===== config.mk =====
export PLATFORM = sky130hd
export DESIGN_NAME = req_arbiter4_flat
export DESIGN_NICKNAME = d
export VERILOG_FILES = /design/src/rtl/req_arbiter4_if.sv /design/src/rtl/req_arbiter4.sv /design/src/flat_wrapper.sv
export SDC_FILE = /design/constraint.sdc
export NUM_CORES = 1
export LEC_CHECK = 0
export BUFFER_PORTS_ARGS = -buffer_cell sky130_fd_sc_hd__buf_2
export CAP_MARGIN = 5
export CORE_UTILIZATION = 59
export CTS_BUF_LIST = sky130_fd_sc_hd__clkbuf_8 sky130_fd_sc_hd__clkbuf_16
export CTS_CLUSTER_SIZE = 20
export DETAILED_ROUTE_END_ITERATION = 10
export PLACE_DENSITY = 0.83
export SYNTH_ARGS = -nofsm -noshare
export SYNTH_HDL_FRONTEND = slang
export SYNTH_SLANG_ARGS = --single-unit

===== constraint.sdc =====
create_clock -name clk -period 2.4 [get_ports clk]
set_clock_uncertainty 0.05 [all_clocks]
set_input_delay 0.48 -clock clk [delete_from_list [all_inputs] [get_ports clk]]
set_output_delay 0.48 -clock clk [all_outputs]
set_load 0.01 [all_outputs]

===== src/rtl/req_arbiter4_if.sv =====
// req_arbiter4_if: request/grant bundle between four requesters and the
// shared-resource arbiter.
//   req     [3:0] level-sensitive request lines, one per requester
//   done          owner signals transfer complete
//   gnt     [3:0] one-hot grant
//   gnt_id  [1:0] encoded index of the granted requester
//   gnt_v         grant valid (equals |gnt)
//   timeout       one-cycle pulse on a forced (hold-limit) release
// Modports: master = requester side, slave = arbiter side.
interface req_arbiter4_if;
  logic [3:0] req;
  logic       done;
  logic [3:0] gnt;
  logic [1:0] gnt_id;
  logic       gnt_v;
  logic       timeout;

  modport master (
    output req, done,
    input  gnt, gnt_id, gnt_v, timeout
  );

  modport slave (
    input  req, done,
    output gnt, gnt_id, gnt_v, timeout
  );
endinterface


===== src/rtl/req_arbiter4.sv =====
// req_arbiter4: four-requester arbiter for one shared downstream resource.
// A winner is picked in IDLE (fixed priority or round-robin) and holds the
// grant until done, until it drops its request, or until MAX_HOLD cycles
// have elapsed. Every release passes through one IDLE cycle.
// Parameters:
//   RR       1 = round-robin, 0 = fixed priority (req[3] highest)
//   MAX_HOLD maximum grant length in cycles (1..255)
// Ports:
//   clk  rising-edge clock
//   rst  asynchronous active-high reset
//   bus  req_arbiter4_if.slave (req, done in; gnt, gnt_id, gnt_v, timeout out)
module req_arbiter4 #(
  parameter int RR       = 1,
  parameter int MAX_HOLD = 8
) (
  input  logic              clk,
  input  logic              rst,
  req_arbiter4_if.slave     bus
);

  localparam logic [0:0] IDLE  = 1'b0;
  localparam logic [0:0] GRANT = 1'b1;

  localparam logic [7:0] HOLD = 8'(MAX_HOLD);

  logic [0:0] state;
  logic [1:0] last;
  logic [7:0] cnt;

  logic [1:0] win;
  logic [1:0] idx;
  logic       found;

  logic rel_done;
  logic rel_drop;
  logic rel_max;
  logic release_now;

  // Winner selection. Fixed priority: ascending scan so the highest set
  // index is the one left in win. Round-robin: scan last+1 .. last+4
  // (mod 4) and keep the first hit.
  always_comb begin
    win   = '0;
    idx   = '0;
    found = 1'b0;
    if (RR == 0) begin
      for (int unsigned i = 0; i < 4; i++) begin
        if (bus.req[i]) win = 2'(i);
      end
    end else begin
      for (int unsigned i = 1; i <= 4; i++) begin
        idx = last + 2'(i);
        if (!found && bus.req[idx]) begin
          win   = idx;
          found = 1'b1;
        end
      end
    end
  end

  always_comb begin
    rel_done    = bus.done;
    rel_drop    = !bus.req[bus.gnt_id];
    rel_max     = (cnt == HOLD);
    release_now = rel_done || rel_drop || rel_max;
  end

  always_ff @(posedge clk or posedge rst) begin
    if (rst) begin
      state       <= IDLE;
      last        <= 2'd3;
      cnt         <= '0;
      bus.gnt     <= '0;
      bus.gnt_id  <= '0;
      bus.gnt_v   <= 1'b0;
      bus.timeout <= 1'b0;
    end else begin
      bus.timeout <= 1'b0;
      if (state == IDLE) begin
        if (|bus.req) begin
          state      <= GRANT;
          bus.gnt    <= 4'b0001 << win;
          bus.gnt_id <= win;
          bus.gnt_v  <= 1'b1;
          cnt        <= 8'd1;
        end
      end else begin
        if (release_now) begin
          state       <= IDLE;
          bus.gnt     <= '0;
          bus.gnt_id  <= '0;
          bus.gnt_v   <= 1'b0;
          last        <= bus.gnt_id;
          cnt         <= '0;
          // A hold-limit release coinciding with done or a dropped request
          // is treated as a normal release.
          bus.timeout <= rel_max && !rel_done && !rel_drop;
        end else if (cnt != HOLD) begin
          cnt <= cnt + 8'd1;
        end
      end
    end
  end

endmodule


===== src/flat_wrapper.sv =====
// flat-port wrapper written by rule: the top's interface ports become plain ports
module req_arbiter4_flat 
#(
  parameter int RR       = 1,
  parameter int MAX_HOLD = 8
)
  (clk, rst, bus_req, bus_done, bus_gnt, bus_gnt_id, bus_gnt_v, bus_timeout);
  req_arbiter4_if bus_i ();
  input  logic clk;
  input  logic rst;
  input wire logic [$bits(bus_i.req)-1:0] bus_req;
  input wire logic [$bits(bus_i.done)-1:0] bus_done;
  output wire logic [$bits(bus_i.gnt)-1:0] bus_gnt;
  output wire logic [$bits(bus_i.gnt_id)-1:0] bus_gnt_id;
  output wire logic [$bits(bus_i.gnt_v)-1:0] bus_gnt_v;
  output wire logic [$bits(bus_i.timeout)-1:0] bus_timeout;
  assign bus_i.req = bus_req;
  assign bus_i.done = bus_done;
  assign bus_gnt = bus_i.gnt;
  assign bus_gnt_id = bus_i.gnt_id;
  assign bus_gnt_v = bus_i.gnt_v;
  assign bus_timeout = bus_i.timeout;
  req_arbiter4 #(.RR(RR), .MAX_HOLD(MAX_HOLD)) u_core (.clk(clk), .rst(rst), .bus(bus_i));
endmodule

==> results summary <==
The run finished with clean final reports. The final cycle utilization of the critical path is 75.58%. In this run the vertical extent of the chip is between 40 and 50 um.

Of the total power, the share spent switching nets is 39.07%. In this run, the number of DRC markers left after iteration 0 of detailed routing was 40. Max-cap violations in this run came to 0. The synthesized area per cell is between 10 and 15 sq um. For this design the ratio of total power to cell area is between 1000 and 1500 nW/um^2. Setup slack closes at approximately 0.59 ns.

The count of unresolved DRC violations after routing is 0. The sink count of the clock tree is 19. STA classifies the critical path startpoint as a register. By startpoint and endpoint, the worst setup path is classified as register to register.

The via count is roughly 920. The worst-skew pair later-pin latency is 0.26 ns. The placed standard-cell area came out at roughly 1100 sq um. The maximum fanout encountered on the critical timing path came out at 8.

The clock tree from TritonCTS is built. The die area is around 1900 sq um. The sum of negative setup slack came out at 0 ns. The worst slack on hold paths came out at between 0.2 and 0.3 ns. The maximum resistive drop on vdd came out at 0.0006176 V. Sequential cells burn 42.3% of the power. The slowest stage of the critical path is the sky130_fd_sc_hd__dfrtp_1 cell. Counting both buffers and inverters, the worst setup path holds a total of 1. In this run the clock root is driven by a sky130_fd_sc_hd__clkbuf_8.

The yosys synthesis warning count came out at 0. The via count of the first global-routing pass is 864. In this run the count of I/O pins placed on the die edge is 15. The transition time at the pin with the least slew margin came out at 0.6883 ns.

The net total in the final layout came out at 130. The static leakage came out at between 0.5 and 0.6 nW. The worst path arrival time came out at 1.96 ns. The fmax came out at about 550 MHz.

The initial utilization of the core area, before any placement, comes to approximately 66%. STA puts the critical path data required time at around 2.5 ns. Yosys mapped the design onto 38 distinct sky130hd cell types.

The most common cell after layout, fill and taps aside is sky130_fd_sc_hd__dfrtp_1. Dividing the detail-routed wire length by the instance count gives ~18 um. The post-cts sizing count came out at 0. Clock-pin slew was measured on the worst setup and hold paths at 0.07 ns. In the layout the commonest cells are sky130_fd_sc_hd__dfrtp_1, sky130_fd_sc_hd__buf_2, sky130_fd_sc_hd__inv_1.

The total global routing overflow came out at 0. The setup slack at placement is 0.5389 ns. The final antenna-violating net count came out at 0. The row count is 14.

The number of max-slew violations in the final report came out at 0. In this run the standard cell core region covers 1577 sq um. The type of the tightest min-delay check is input port to async pin. The internal power of the cells totals ~0.75 mW. The maximum clock insertion buffer count is 2. TritonCTS created 3 clock buffers. The horizontal extent of the die is 43.98 um.

The hold buffer count at cts came out at 0. The number of buffers inserted by port buffering is 14. For this design the total switching power over the nets is between 0.4 and 0.5 mW. The worst relative slew slack is between 50% and 60%. In this run the number of H-tree levels came out at 1. The first global-routing pass estimated ~4000 um of wire.

After layout, the minimum clock period comes to 1.814 ns. The proportion of power drawn by the clock network is approximately 17%. The all-layer global routing usage came out at around 28%. STA classifies the critical path endpoint as a register. The synthesized instance count is about 100. The last weighted congestion value of the routability-driven placer is between 0.8 and 0.9. Setup violations remaining at the end of the flow were counted as 0. Setup repair after global routing left no endpoint under its margin. The pin count of the biggest net entering global routing is 20. The first detailed-routing pass took 4 iterations. The post-synth net total came out at roughly 110. The portion of the post-synthesis area used by sequential elements is between 40% and 50%. After synthesis the netlist holds a flip-flop and latch count of 19. The fraction of layout cells with a size suffix above 1 is between 20% and 30%.

The combinational share of power came out at roughly two fifths. The signal on the critical path passes through inv_1 > ha_1 > nor4b_2 > a31o_2 > nor4_1 > o22a_1. The signed area change from the synthesized netlist to the final layout came out at 13.00%.

Dividing the detail-routed via count by the number of cells gives 6.772. After synthesis the cells add up to ~1000 sq um. The count of buffers added by post-CTS timing repair for setup came out at 0. The initial antenna violation count came to 0.

The final HPWL from detailed placement came out at 1697 um. The final design area excluding fillers is about 1200 sq um. Broken down by cell family, the worst path's largest delay share belongs to simple AND/OR/NAND/NOR gates.

The routed design has about 2400 um of wire. The final count of hold timing violations is 0. The antenna diode instance count is 0. The largest single stage delay on the critical path is roughly 0.42 ns.
-- synth_stat cells --
master	n	area, sq um
sky130_fd_sc_hd__o21ai_2	2	17.52
sky130_fd_sc_hd__dfrtp_1	17	425.4
sky130_fd_sc_hd__xnor2_1	1	8.760
sky130_fd_sc_hd__nor4b_2	1	15.01
sky130_fd_sc_hd__o22a_4	1	17.52
sky130_fd_sc_hd__a32o_1	2	20.02
sky130_fd_sc_hd__nor2_1	5	18.77
sky130_fd_sc_hd__mux2i_1	3	30.03
sky130_fd_sc_hd__or2_2	1	6.260
sky130_fd_sc_hd__o211a_1	1	10.01
sky130_fd_sc_hd__and3_1	4	25.02
sky130_fd_sc_hd__a31oi_1	7	43.79
sky130_fd_sc_hd__o31ai_1	2	15.01
sky130_fd_sc_hd__o2bb2ai_1	1	8.760
sky130_fd_sc_hd__a21o_1	1	7.510
sky130_fd_sc_hd__or3_1	1	6.260
sky130_fd_sc_hd__dfstp_2	2	52.55
sky130_fd_sc_hd__nand3b_1	1	7.510
sky130_fd_sc_hd__o22ai_1	2	12.51
sky130_fd_sc_hd__mux2_1	2	22.52
sky130_fd_sc_hd__o31a_1	1	8.760
sky130_fd_sc_hd__a311oi_1	1	8.760
sky130_fd_sc_hd__ha_1	2	25.02
sky130_fd_sc_hd__o21ai_0	1	5.000
sky130_fd_sc_hd__or2_0	1	6.260
sky130_fd_sc_hd__o21a_1	1	7.510
sky130_fd_sc_hd__nor4_1	2	12.51
sky130_fd_sc_hd__inv_1	10	37.54
sky130_fd_sc_hd__nand2_1	6	22.52
sky130_fd_sc_hd__a31o_2	1	8.760
sky130_fd_sc_hd__nand3_1	4	20.02
sky130_fd_sc_hd__a22o_1	3	26.28
sky130_fd_sc_hd__a21oi_1	2	10.01
sky130_fd_sc_hd__nor2b_1	2	12.51
sky130_fd_sc_hd__o22a_1	1	8.760
sky130_fd_sc_hd__o32ai_1	2	17.52
sky130_fd_sc_hd__nand2b_1	3	18.77
sky130_fd_sc_hd__and2_1	2	12.51
-- cell families (layout without fill, tap and decap cells) --
group,Yosys count,in the layout,share of synthesized area [%]
simple gates,33,33,17.69
compound gates,32,32,24.43
flops,19,19,45.97
buf+inv,10,28,3.610
mux,5,5,5.054
fa+ha+maj,2,2,2.406
xor+xnor,1,1,0.8425
-- power groups by stage --
stage          sequential [mW]  combinational [mW]  clock (mW)
3_5_place_dp             0.520               0.488           0
2_1_floorplan            0.521               0.334           0
5_1_grt                  0.530               0.543       0.232
6_report                 0.519               0.495       0.215
4_1_cts                  0.515               0.492       0.219
3_3_place_gp             0.514               0.466           0
-- layout make-up --
class	count	area [sq um]
Sequential cell	19	478.0
Clock buffer	3	41.29
Inverter	10	37.54
Tap cell	16	20.02
Fill cell	125	401.6
Multi-Input combinational cell	73	524.3
Clock inverter	1	3.754
Timing Repair Buffer	14	70.07
-- worst paths after layout --
path / start / to / slack, ns / cells past startpoint
max: u_core.cnt[0] / u_core.cnt[7] / 0.59 / 6
min: rst / u_core.bus.gnt[3] / 0.27 / 2
max reg2reg: u_core.cnt[0] / u_core.cnt[7] / 0.59 / 6
min reg2reg: u_core.bus.gnt_v / u_core.bus.gnt_v / 0.43 / 1
max in group asynchronous: rst / u_core.bus.gnt[1] / 1.60 / 2
min in group clk: u_core.bus.gnt_v / u_core.bus.gnt_v / 0.43 / 1
-- state kept, by name, summed over array words and instances, names as in the netlist --
register            flops
u_core.bus.timeout      1
u_core.bus.gnt_id       2
u_core.state            1
u_core.cnt              8
u_core.bus.gnt_v        1
u_core.last             2
u_core.bus.gnt          4
-- layer usage --
layer | vias up | GRT usage [%] | wire length, um
li1 | 417 | - | -
met1 | 449 | 37.43 | 1034
met2 | 48 | 44.48 | 1157
met3 | 7 | 5.417 | 159
met4 | 0 | 15.76 | 63
met5 | - | 0 | 0
-- stage by stage --
| stage | power (mW) | util (%) | cells |
|---|---|---|---|
| after floorplan | 0.8543 | - | 102 |
| after global placement | 0.9807 | 71.67 | 132 |
| after detailed placement | 1.008 | 71.67 | 132 |
| after CTS | 1.226 | 74.52 | 136 |
| after global routing | 1.306 | 74.52 | 136 |
| final | 1.229 | 74.52 | 136 |
No activity file was read; power rests on OpenSTA's default activity.
